### src/rtl/rv32i_loader_pkg.sv
// Shared types for the DMEM byte loader.
// State encoding and byte-lane width.
package rv32i_loader_pkg;

  typedef enum logic [1:0] {
    COLLECT,
    REQ,
    WAIT_ACK,
    FULL
  } state_t;

  localparam int LANE_W = 8;

endpackage

### src/rtl/dmem_byte_loader_if.sv
// Byte stream and Wishbone write bundle
// seen from the loader (master) side.
interface dmem_byte_loader_if #(
  parameter int ADDR_W = 13
) ();

  logic              i_byte_valid;
  logic [7:0]        i_byte;
  logic              o_byte_ready;
  logic              o_wb_cyc;
  logic              o_wb_stb;
  logic              o_wb_we;
  logic [ADDR_W-1:0] o_wb_addr;
  logic [31:0]       o_wb_data;
  logic [3:0]        o_wb_sel;
  logic              i_wb_ack;
  logic              i_wb_stall;

  modport master (
    input  i_byte_valid,
    input  i_byte,
    input  i_wb_ack,
    input  i_wb_stall,
    output o_byte_ready,
    output o_wb_cyc,
    output o_wb_stb,
    output o_wb_we,
    output o_wb_addr,
    output o_wb_data,
    output o_wb_sel
  );

  modport slave (
    output i_byte_valid,
    output i_byte,
    output i_wb_ack,
    output i_wb_stall,
    input  o_byte_ready,
    input  o_wb_cyc,
    input  o_wb_stb,
    input  o_wb_we,
    input  o_wb_addr,
    input  o_wb_data,
    input  o_wb_sel
  );

endinterface

### src/rtl/dmem_byte_loader.sv
// Packs a byte stream little-endian into words and
// writes each word to DMEM as a pipelined Wishbone write.
module dmem_byte_loader
  import rv32i_loader_pkg::*;
#(
  parameter  int ADDR_W    = 13,
  parameter  int BASE_ADDR = 0,
  parameter  int MAX_WORDS = 2048,
  localparam int CNT_W     = $clog2(MAX_WORDS + 1)
) (
  input  logic                   i_clk,
  input  logic                   i_rst_n,
  input  logic                   i_clear,
  input  logic                   i_flush,
  dmem_byte_loader_if.master     bus,
  output logic [CNT_W-1:0]       o_word_count,
  output logic                   o_busy,
  output logic                   o_full
);

  localparam logic [ADDR_W-1:0] BASE_L = ADDR_W'(BASE_ADDR);
  localparam logic [CNT_W-1:0]  MAX_L  = CNT_W'(MAX_WORDS);

  state_t              r_state;
  logic [31:0]         r_data;
  logic [3:0]          r_sel;
  logic [1:0]          r_idx;
  logic [CNT_W-1:0]    r_count;
  logic [ADDR_W-1:0]   r_addr;
  logic                r_cyc;
  logic                r_stb;
  logic                r_busy;
  logic                r_full;
  logic                r_clr_pend;

  logic                w_accept;
  logic                w_fire;
  logic                w_done;
  logic [31:0]         w_data;
  logic [3:0]          w_sel;
  logic [CNT_W+1:0]    w_off;
  logic [ADDR_W-1:0]   w_addr;
  logic [CNT_W-1:0]    w_cnt_inc;

  assign bus.o_byte_ready = (r_state == COLLECT);
  assign bus.o_wb_cyc     = r_cyc;
  assign bus.o_wb_stb     = r_stb;
  assign bus.o_wb_we      = r_cyc;
  assign bus.o_wb_addr    = r_addr;
  assign bus.o_wb_data    = r_data;
  assign bus.o_wb_sel     = r_sel;
  assign o_word_count     = r_count;
  assign o_busy           = r_busy;
  assign o_full           = r_full;

  assign w_accept  = bus.i_byte_valid && (r_state == COLLECT);
  assign w_fire    = (w_accept && (r_idx == 2'd3))
                   || (i_flush && (w_accept || (r_idx != 2'd0)));
  assign w_off     = {r_count, 2'b00};
  assign w_addr    = BASE_L + ADDR_W'(w_off);
  assign w_cnt_inc = r_count + CNT_W'(1);
  assign w_done    = bus.i_wb_ack
                   && (((r_state == REQ) && !bus.i_wb_stall)
                      || (r_state == WAIT_ACK));

  // Merge the accepted byte into its lane of the word being built.
  always_comb begin
    w_data = r_data;
    w_sel  = r_sel;
    if (w_accept) begin
      w_data[{r_idx, 3'b000} +: LANE_W] = bus.i_byte;
      w_sel[r_idx] = 1'b1;
    end
  end

  // Loader state machine with registered bus and status outputs.
  always_ff @(posedge i_clk) begin
    if (!i_rst_n) begin
      r_state    <= COLLECT;
      r_data     <= '0;
      r_sel      <= '0;
      r_idx      <= '0;
      r_count    <= '0;
      r_addr     <= '0;
      r_cyc      <= 1'b0;
      r_stb      <= 1'b0;
      r_busy     <= 1'b0;
      r_full     <= 1'b0;
      r_clr_pend <= 1'b0;
    end else begin
      unique case (r_state)
        COLLECT: begin
          if (i_clear) begin
            r_count <= '0;
            r_idx   <= '0;
            r_data  <= '0;
            r_sel   <= '0;
          end else if (w_fire) begin
            r_state <= REQ;
            r_stb   <= 1'b1;
            r_cyc   <= 1'b1;
            r_busy  <= 1'b1;
            r_addr  <= w_addr;
            r_data  <= w_data;
            r_sel   <= w_sel;
            r_idx   <= '0;
          end else if (w_accept) begin
            r_data <= w_data;
            r_sel  <= w_sel;
            r_idx  <= r_idx + 2'd1;
          end
        end
        REQ: begin
          if (i_clear) r_clr_pend <= 1'b1;
          if (!bus.i_wb_stall) begin
            r_stb   <= 1'b0;
            r_state <= WAIT_ACK;
          end
        end
        WAIT_ACK: begin
          if (i_clear) r_clr_pend <= 1'b1;
        end
        FULL: begin
          if (i_clear) begin
            r_state <= COLLECT;
            r_full  <= 1'b0;
            r_count <= '0;
          end
        end
      endcase
      // A clear seen during the write takes effect on its ack.
      if (w_done) begin
        r_cyc      <= 1'b0;
        r_stb      <= 1'b0;
        r_busy     <= 1'b0;
        r_data     <= '0;
        r_sel      <= '0;
        r_clr_pend <= 1'b0;
        if (r_clr_pend || i_clear) begin
          r_count <= '0;
          r_state <= COLLECT;
        end else begin
          r_count <= w_cnt_inc;
          r_full  <= (w_cnt_inc == MAX_L);
          r_state <= (w_cnt_inc == MAX_L) ? FULL : COLLECT;
        end
      end
    end
  end

endmodule

### src/flat_wrapper.sv
// flat-port wrapper written by rule: the top's interface ports become plain ports
module dmem_byte_loader_flat import rv32i_loader_pkg::*;
#(
  parameter  int ADDR_W    = 13,
  parameter  int BASE_ADDR = 0,
  parameter  int MAX_WORDS = 2048,
  localparam int CNT_W     = $clog2(MAX_WORDS + 1)
)
  (i_clk, i_rst_n, i_clear, i_flush, o_word_count, o_busy, o_full, bus_i_byte_valid, bus_i_byte, bus_i_wb_ack, bus_i_wb_stall, bus_o_byte_ready, bus_o_wb_cyc, bus_o_wb_stb, bus_o_wb_we, bus_o_wb_addr, bus_o_wb_data, bus_o_wb_sel);
  dmem_byte_loader_if #(.ADDR_W(ADDR_W)) bus_i ();
  input  logic i_clk;
  input  logic i_rst_n;
  input  logic i_clear;
  input  logic i_flush;
  output logic [CNT_W-1:0] o_word_count;
  output logic o_busy;
  output logic o_full;
  input wire logic [$bits(bus_i.i_byte_valid)-1:0] bus_i_byte_valid;
  input wire logic [$bits(bus_i.i_byte)-1:0] bus_i_byte;
  input wire logic [$bits(bus_i.i_wb_ack)-1:0] bus_i_wb_ack;
  input wire logic [$bits(bus_i.i_wb_stall)-1:0] bus_i_wb_stall;
  output wire logic [$bits(bus_i.o_byte_ready)-1:0] bus_o_byte_ready;
  output wire logic [$bits(bus_i.o_wb_cyc)-1:0] bus_o_wb_cyc;
  output wire logic [$bits(bus_i.o_wb_stb)-1:0] bus_o_wb_stb;
  output wire logic [$bits(bus_i.o_wb_we)-1:0] bus_o_wb_we;
  output wire logic [$bits(bus_i.o_wb_addr)-1:0] bus_o_wb_addr;
  output wire logic [$bits(bus_i.o_wb_data)-1:0] bus_o_wb_data;
  output wire logic [$bits(bus_i.o_wb_sel)-1:0] bus_o_wb_sel;
  assign bus_i.i_byte_valid = bus_i_byte_valid;
  assign bus_i.i_byte = bus_i_byte;
  assign bus_i.i_wb_ack = bus_i_wb_ack;
  assign bus_i.i_wb_stall = bus_i_wb_stall;
  assign bus_o_byte_ready = bus_i.o_byte_ready;
  assign bus_o_wb_cyc = bus_i.o_wb_cyc;
  assign bus_o_wb_stb = bus_i.o_wb_stb;
  assign bus_o_wb_we = bus_i.o_wb_we;
  assign bus_o_wb_addr = bus_i.o_wb_addr;
  assign bus_o_wb_data = bus_i.o_wb_data;
  assign bus_o_wb_sel = bus_i.o_wb_sel;
  dmem_byte_loader #(.ADDR_W(ADDR_W), .BASE_ADDR(BASE_ADDR), .MAX_WORDS(MAX_WORDS)) u_core (.i_clk(i_clk), .i_rst_n(i_rst_n), .i_clear(i_clear), .i_flush(i_flush), .bus(bus_i), .o_word_count(o_word_count), .o_busy(o_busy), .o_full(o_full));
endmodule
### config.mk
export PLATFORM = sky130hd
export DESIGN_NAME = dmem_byte_loader_flat
export DESIGN_NICKNAME = d
export VERILOG_FILES = /design/src/rtl/rv32i_loader_pkg.sv /design/src/rtl/dmem_byte_loader_if.sv /design/src/rtl/dmem_byte_loader.sv /design/src/flat_wrapper.sv
export SDC_FILE = /design/constraint.sdc
export NUM_CORES = 1
export LEC_CHECK = 0
export ABC_AREA = 1
export ABC_CLOCK_PERIOD_IN_PS = 4650
export BUFFER_PORTS_ARGS = -buffer_cell sky130_fd_sc_hd__buf_2
export CAP_MARGIN = 0
export CORE_UTILIZATION = 50
export DETAILED_ROUTE_END_ITERATION = 8
export GPL_TIMING_DRIVEN = 0
export PLACE_DENSITY = 0.86
export SLEW_MARGIN = 20
export SYNTH_ARGS = -nofsm -noshare
export SYNTH_HDL_FRONTEND = slang
export SYNTH_SLANG_ARGS = --single-unit
### constraint.sdc
create_clock -name i_clk -period 4.65 [get_ports i_clk]
set_input_delay 0.93 -clock i_clk [delete_from_list [all_inputs] [get_ports i_clk]]
set_output_delay 0.93 -clock i_clk [all_outputs]
set_load 0.005 [all_outputs]
==> impl_metrics.csv, run 1 <==
group,metric,value,unit
logic_synthesis,netlist_instances,428,
logic_synthesis,ys_seq_area_frac,0.431,
clock_tree,clkTransAtPathRegs,80,ps
cells_and_area,layout_commonest_cell,"nand2_1",
setup_path,crit_type,"register to register",
global_routing,grt_use_total,0.249,
run_status,run_status,"finished, final reports clean",
clock_tree,numCtsBuffers,9,
floorplan,dieArea,6550,um^2
logic_synthesis,synthTopCellsByArea,"dfxtp_1 43%, nand2_1 11%, a21oi_1 9.5%",
placed_design,hpwlAfterDp,5.72,mm
logic_synthesis,syn-cell-area,3120,um^2
detailed_routing,drtAntennaViolNets,0,
cells_and_area,layout_common_cells,"90 x nand2_1, 85 x buf_2, 67 x dfxtp_1, 59 x a21oi_1, 48 x inv_1",
floorplan,initial_core_util,0.523,
placed_design,postPlaceCellArea,3600,um^2
floorplan,die_y,80.9,um
clock_tree,post_cts_buffers,0,
floorplan,die_w,80.9,um
clock_tree,cts.repair.resized,0,
placed_design,dp.cells,582,
logic_synthesis,yosysTopAreaCell,"dfxtp_1",
pwr,p_per_area,459,nW/um^2
sta,fin_setup_tns,0,ps
cells_and_area,syn_to_final_growth,23.7,%
detailed_routing,via_count,3132,
detailed_routing,drc_errors,0,
pwr,ir_drop,0.365,mV
clock_tree,cts_buffer_depth,2,
floorplan,row_count,28,
logic_synthesis,ys_warn_count,0,
sta,finalMaxSlewViolations,0,
clock_tree,cts.htree.levels,3,
clock_tree,numClockSinks,67,
placed_design,gp_congestion,0.869,
global_routing,antenna_found_initial,0,
setup_path,crit_arrival,2710,ps
detailed_routing,drt_iter0_drc,302,
sta,fin_crit_sh,0.524,
setup_path,cp_max_fo,8,
clock_tree,cts_tree,"done",
sta,whs,446,ps
sta,hold_violations,0,
sta,fin_skew,10.1,ps
cells_and_area,nets,545,
sta,fin_ws,2210,ps
sta,tightest_slew,1030,ps
placed_design,portBuffers,78,
global_routing,grt_pass1_wl,12.5,mm
cells_and_area,antennaDiodeCount,0,
min_path,hold_class,"register to register",
logic_synthesis,synth_cell_types,30,
placed_design,post-place-ws,2420,ps
sta,relSlewSlack,0.307,
setup_path,startpoint_type,"register",
clock_tree,ctsRootBufferMaster,"clkbuf_8",
detailed_routing,drtPass1Iterations,5,
logic_synthesis,yosysTopAreaCellShare,0.431,
global_routing,grt_overflow,0,
cells_and_area,final_area,3850,um^2
sta,grt_setup_unrepaired,"no",
global_routing,grt_max_degree,13,
pwr,p_leak,1.83,nW
flow_run,max_cap_viol_count,0,
floorplan,core_area,5960,um^2
sta,setup_viol,0,
setup_path,cp-end-kind,"register",
setup_path,cp.required,4930,ps
floorplan,io_pins,82,
cells_and_area,final_layout_size_suffix_gt1_frac,0.226,
detailed_routing,wl_per_cell,13.0,um
sta,timing.fmax,411,MHz
setup_path,slowest_stage,"nor3_1",
detailed_routing,via_per_inst,5.24,
setup_path,crit_chain,"inv_1 > ha_1 > nand3_1 > nor3_1 > a21oi_1 > nor2_1",
detailed_routing,wl,7.80,mm
logic_synthesis,ys_ff_latch,67,
logic_synthesis,syn_avg_cell_area,7.28,um^2
cells_and_area,final_cells,598,
setup_path,slowest_delay,800,ps
sta,period_needed,2440,ps
clock_tree,clk_latency,350,ps
clock_tree,cts_hold_buf,0,
global_routing,first_global_vias,2768,
[report_power, final]
part | internal (W) | switching [W] | leakage, nW
Combinational | 0.000170 | 0.000301 | 1.16
Sequential | 0.000647 | 0.0000414 | 0.545
Clock | 0.000372 | 0.000235 | 0.123
Total | 0.00119 | 0.000578 | 1.83
[sequential cells by signal, summed over array words and instances, names as in the netlist, 2 cells and up]
register              cells
u_core.bus.o_wb_sel       4
u_core.o_word_count      12
u_core.r_state            2
u_core.bus.o_wb_addr     11
u_core.r_idx              2
u_core.bus.o_wb_data     32
[layout make-up]
cell class | instances | area (um^2)
timing repair buffer | 78 | 390
buffer | 15 | 83.8
tap | 75 | 93.8
sequential | 67 | 1340
fill | 511 | 2100
multi-input combinational | 298 | 1510
clock inverter | 6 | 111
clock buffer | 10 | 138
inverter | 49 | 184
[worst paths after layout]
kind	slack [ps]	endpoint	cells past startpoint	startpoint
max	2210	u_core.bus.o_wb_data[20]	6	u_core.r_idx[0]
min	450	u_core.bus.o_wb_addr[10]	2	u_core.bus.o_wb_addr[10]
max reg2reg	2210	u_core.bus.o_wb_data[20]	6	u_core.r_idx[0]
min reg2reg	450	u_core.bus.o_wb_addr[10]	2	u_core.bus.o_wb_addr[10]
[logic make-up (layout without fill, tap and decap cells)]
group | Yosys count | after routing | synth area share
buf+inv | 64 | 158 | 0.0859
xor+xnor | 1 | 1 | 0.00281
fa+ha+maj | 12 | 12 | 0.0482
simple gates | 179 | 179 | 0.251
other cells | 1 | 2 | 0.00120
flops | 67 | 67 | 0.431
compound gates | 104 | 104 | 0.180
[stage by stage]
step	power, W	utilization
2_1_floorplan	0.000999	-
3_3_place_gp	0.00114	0.605
3_5_place_dp	0.00116	0.605
4_1_cts	0.00176	0.647
5_1_grt	0.00187	0.647
6_report	0.00177	0.647
[routing by layer]
| metal | global-route usage | part of all wire | routed length (um) |
|---|---|---|---|
| met1 | 0.341 | 0.47 | 3650 |
| met5 | 0 | 0 | 0 |
| met3 | 0.0629 | 0.065 | 505 |
| met2 | 0.371 | 0.45 | 3490 |
| met4 | 0.107 | 0.019 | 147 |
[critical path: cells and delay by family (launching register included)]
kind / cells / cell delay, ps
and+or+nand+nor: 3 / 1090
DFF: 1 / 520
adders and majority gates: 1 / 430
AOI/OAI and AO/OA: 1 / 170
buffers and inverters: 1 / 140
[synth_stat cells]
master and count:
or2_2 2, nor3_1 13, o21bai_1 3, nand4_1 2, buf_2 7, nand3b_1 3, nor2_1 39, inv_2 1
a31oi_1 1, dfxtp_1 67, nor4_1 1, nand2_4 1, ha_1 12, o21ai_1 1, inv_1 48, o211a_1 5
xnor2_1 1, o211ai_1 1, nor2_2 2, o21ai_0 33, nand2_2 2, nand2_1 90, a21oi_1 59, clkbuf_1 3
nand3_1 21, conb_1 1, nor2_4 2, nor3_4 1, o21ai_2 1, buf_4 5
(Power assumes the default switching activity.)
==> run 2, diff against run 1 <==
--- a/config.mk
+++ b/config.mk
@@ -6,7 +6,7 @@
 export NUM_CORES = 1
 export LEC_CHECK = 0
 export ABC_AREA = 1
-export ABC_CLOCK_PERIOD_IN_PS = 4650
+export ABC_CLOCK_PERIOD_IN_PS = 2300
 export BUFFER_PORTS_ARGS = -buffer_cell sky130_fd_sc_hd__buf_2
 export CAP_MARGIN = 0
 export CORE_UTILIZATION = 50
==> constraint.sdc (replaced) <==
create_clock -name i_clk -period 2.3 [get_ports i_clk]
set_input_delay 0.46 -clock i_clk [delete_from_list [all_inputs] [get_ports i_clk]]
set_output_delay 0.46 -clock i_clk [all_outputs]
set_load 0.005 [all_outputs]
==> impl_metrics.csv, run 2 (synthesized netlist as in run 1, its figures left out) <==
group,metric,value,unit
pwr,p_per_area,926,nW/um^2
placed_design,portBuffers,78,
placed_design,hpwlAfterDp,5.72,mm
setup_path,cp-endpoint,"u_core.bus.o_wb_data[20]",
floorplan,io_pins,82,
setup_path,crit_type,"register to register",
clock_tree,numCtsBuffers,9,
cells_and_area,utilization,0.648,
setup_path,worstSetupStartpoint,"u_core.r_idx[0]",
run_status,run_status,"finished, final reports clean",
setup_path,startpoint_type,"register",
global_routing,grt_max_degree,13,
cells_and_area,layout_commonest_cell,"nand2_1",
sta,grt_setup_unrepaired,"no",
cells_and_area,syn_to_final_growth,23.8,%
detailed_routing,drt_iter0_drc,307,
detailed_routing,wl_per_cell,13.0,um
setup_path,r2r_cells,6,
floorplan,initial_core_util,0.523,
global_routing,first_global_vias,2758,
clock_tree,numClockSinks,67,
detailed_routing,drtPass1Iterations,6,
floorplan,dieArea,6550,um^2
global_routing,grt_overflow,0,
setup_path,rrSetupSlack,180,ps
floorplan,row_count,28,
global_routing,grt_use_total,0.250,
sta,period_needed,2120,ps
detailed_routing,wl,7.77,mm
floorplan,die_w,80.9,um
cells_and_area,antennaDiodeCount,0,
setup_path,cp_max_fo,8,
clock_tree,cts.htree.levels,3,
setup_path,r2r-start,"u_core.r_idx[0]",
detailed_routing,via_per_inst,5.28,
min_path,hold_class,"primary input to register",
sta,hold_violations,0,
sta,relSlewSlack,0.589,
clock_tree,clkTransAtPathRegs,80,ps
global_routing,grt_pass1_wl,12.6,mm
floorplan,core_area,5960,um^2
detailed_routing,drc_errors,0,
sta,tightest_slew,613,ps
sta,fin_crit_sh,0.920,
sta,finalMaxSlewViolations,0,
clock_tree,cts_buffer_depth,2,
setup_path,timing.rr.end,"u_core.bus.o_wb_data[20]",
cells_and_area,largest_register_ffs,32,
global_routing,antenna_found_initial,0,
flow_run,max_cap_viol_count,0,
cells_and_area,nets,545,
pwr,ir_drop,0.739,mV
sta,fin_setup_tns,0,ps
setup_path,cp.required,2580,ps
detailed_routing,via_count,3158,
cells_and_area,layout_common_cells,"90 x nand2_1, 85 x buf_2, 67 x dfxtp_1, 59 x a21oi_1, 48 x inv_1",
clock_tree,clk_latency,350,ps
cells_and_area,final_layout_size_suffix_gt1_frac,0.228,
detailed_routing,drtAntennaViolNets,0,
sta,fin_skew,9.61,ps
pwr,p_leak,1.83,nW
sta,setup_viol,0,
floorplan,die_y,80.9,um
clock_tree,cts_tree,"done",
clock_tree,post_cts_buffers,0,
setup_path,crit_arrival,2390,ps
clock_tree,ctsRootBufferMaster,"clkbuf_8",
sta,timing.fmax,473,MHz
setup_path,cp-end-kind,"register",
placed_design,gp_congestion,0.869,
## run 2: cell count changes in the layout (fill, tap and decap cells not counted)
cell	change
nor3_1	-1
nor3_2	+1
## run 2: worst min path at each step
stage | from | to | slack, ps | cells after the start
3_3_place_gp | u_core.bus.o_wb_addr[10] | u_core.bus.o_wb_addr[10] | 430 | 2
6_report | bus_i_byte[6] | u_core.bus.o_wb_data[6] | 400 | 3
5_1_grt | bus_i_byte[6] | u_core.bus.o_wb_data[6] | 390 | 3
2_1_floorplan | u_core.bus.o_wb_addr[12] | u_core.bus.o_wb_addr[12] | 440 | 2
3_5_place_dp | u_core.bus.o_wb_addr[4] | u_core.bus.o_wb_addr[4] | 440 | 2
4_1_cts | bus_i_byte[6] | u_core.bus.o_wb_data[6] | 390 | 3
## run 2: repair_timing
action / 4_1_cts / 5_1_grt
endpoints found under the setup margin: 2 / 0
hold endpoints to repair: 0 / 0
hold buffers: 0 / 0
gates resized for setup: 1 / 0
## run 2: worst max-delay path, stage by stage (launching register included)
cell,delay (ps)
dfxtp_1,520
inv_1,140
ha_1,430
nand3_1,150
nor3_2,490
a21oi_1,160
nor2_1,160
## run 2: cell type report
type | instances | area [um^2]
plain buffers | 15 | 83.8
clock buffers | 10 | 138
clock inverters | 6 | 111
fillers | 508 | 2100
inverters | 49 | 184
multi-input cells | 298 | 1520
flip-flops and latches | 67 | 1340
well taps | 75 | 93.8
repair buffers | 78 | 390
## run 2: power breakdown
group / leakage (nW) / switching (W) / total, W / internal, W
Combinational: 1.16 / 0.000610 / 0.000955 / 0.000345
Clock: 0.123 / 0.000474 / 0.00123 / 0.000752
Sequential: 0.545 / 0.0000833 / 0.00139 / 0.00131
## run 2: stage by stage
stage | power (W) | std cells | hold slack, ps | instance area (um^2) | worst slack, ps
floorplan | 0.00202 | 429 | 440 | 3120 | 499
global placement | 0.00231 | 582 | 431 | 3600 | 155
detailed placement | 0.00234 | 582 | 435 | 3600 | 72.9
CTS | 0.00356 | 598 | 391 | 3860 | 243
global route | 0.00377 | 598 | 393 | 3860 | 110
finish | 0.00357 | 598 | 398 | 3860 | 185
## run 2: routing by layer
| layer | global-route usage | wire length (um) |
|---|---|---|
| met1 | 0.343 | 3570 |
| met4 | 0.105 | 138 |
| met3 | 0.0629 | 560 |
| met2 | 0.371 | 3500 |
| met5 | 0 | 0 |
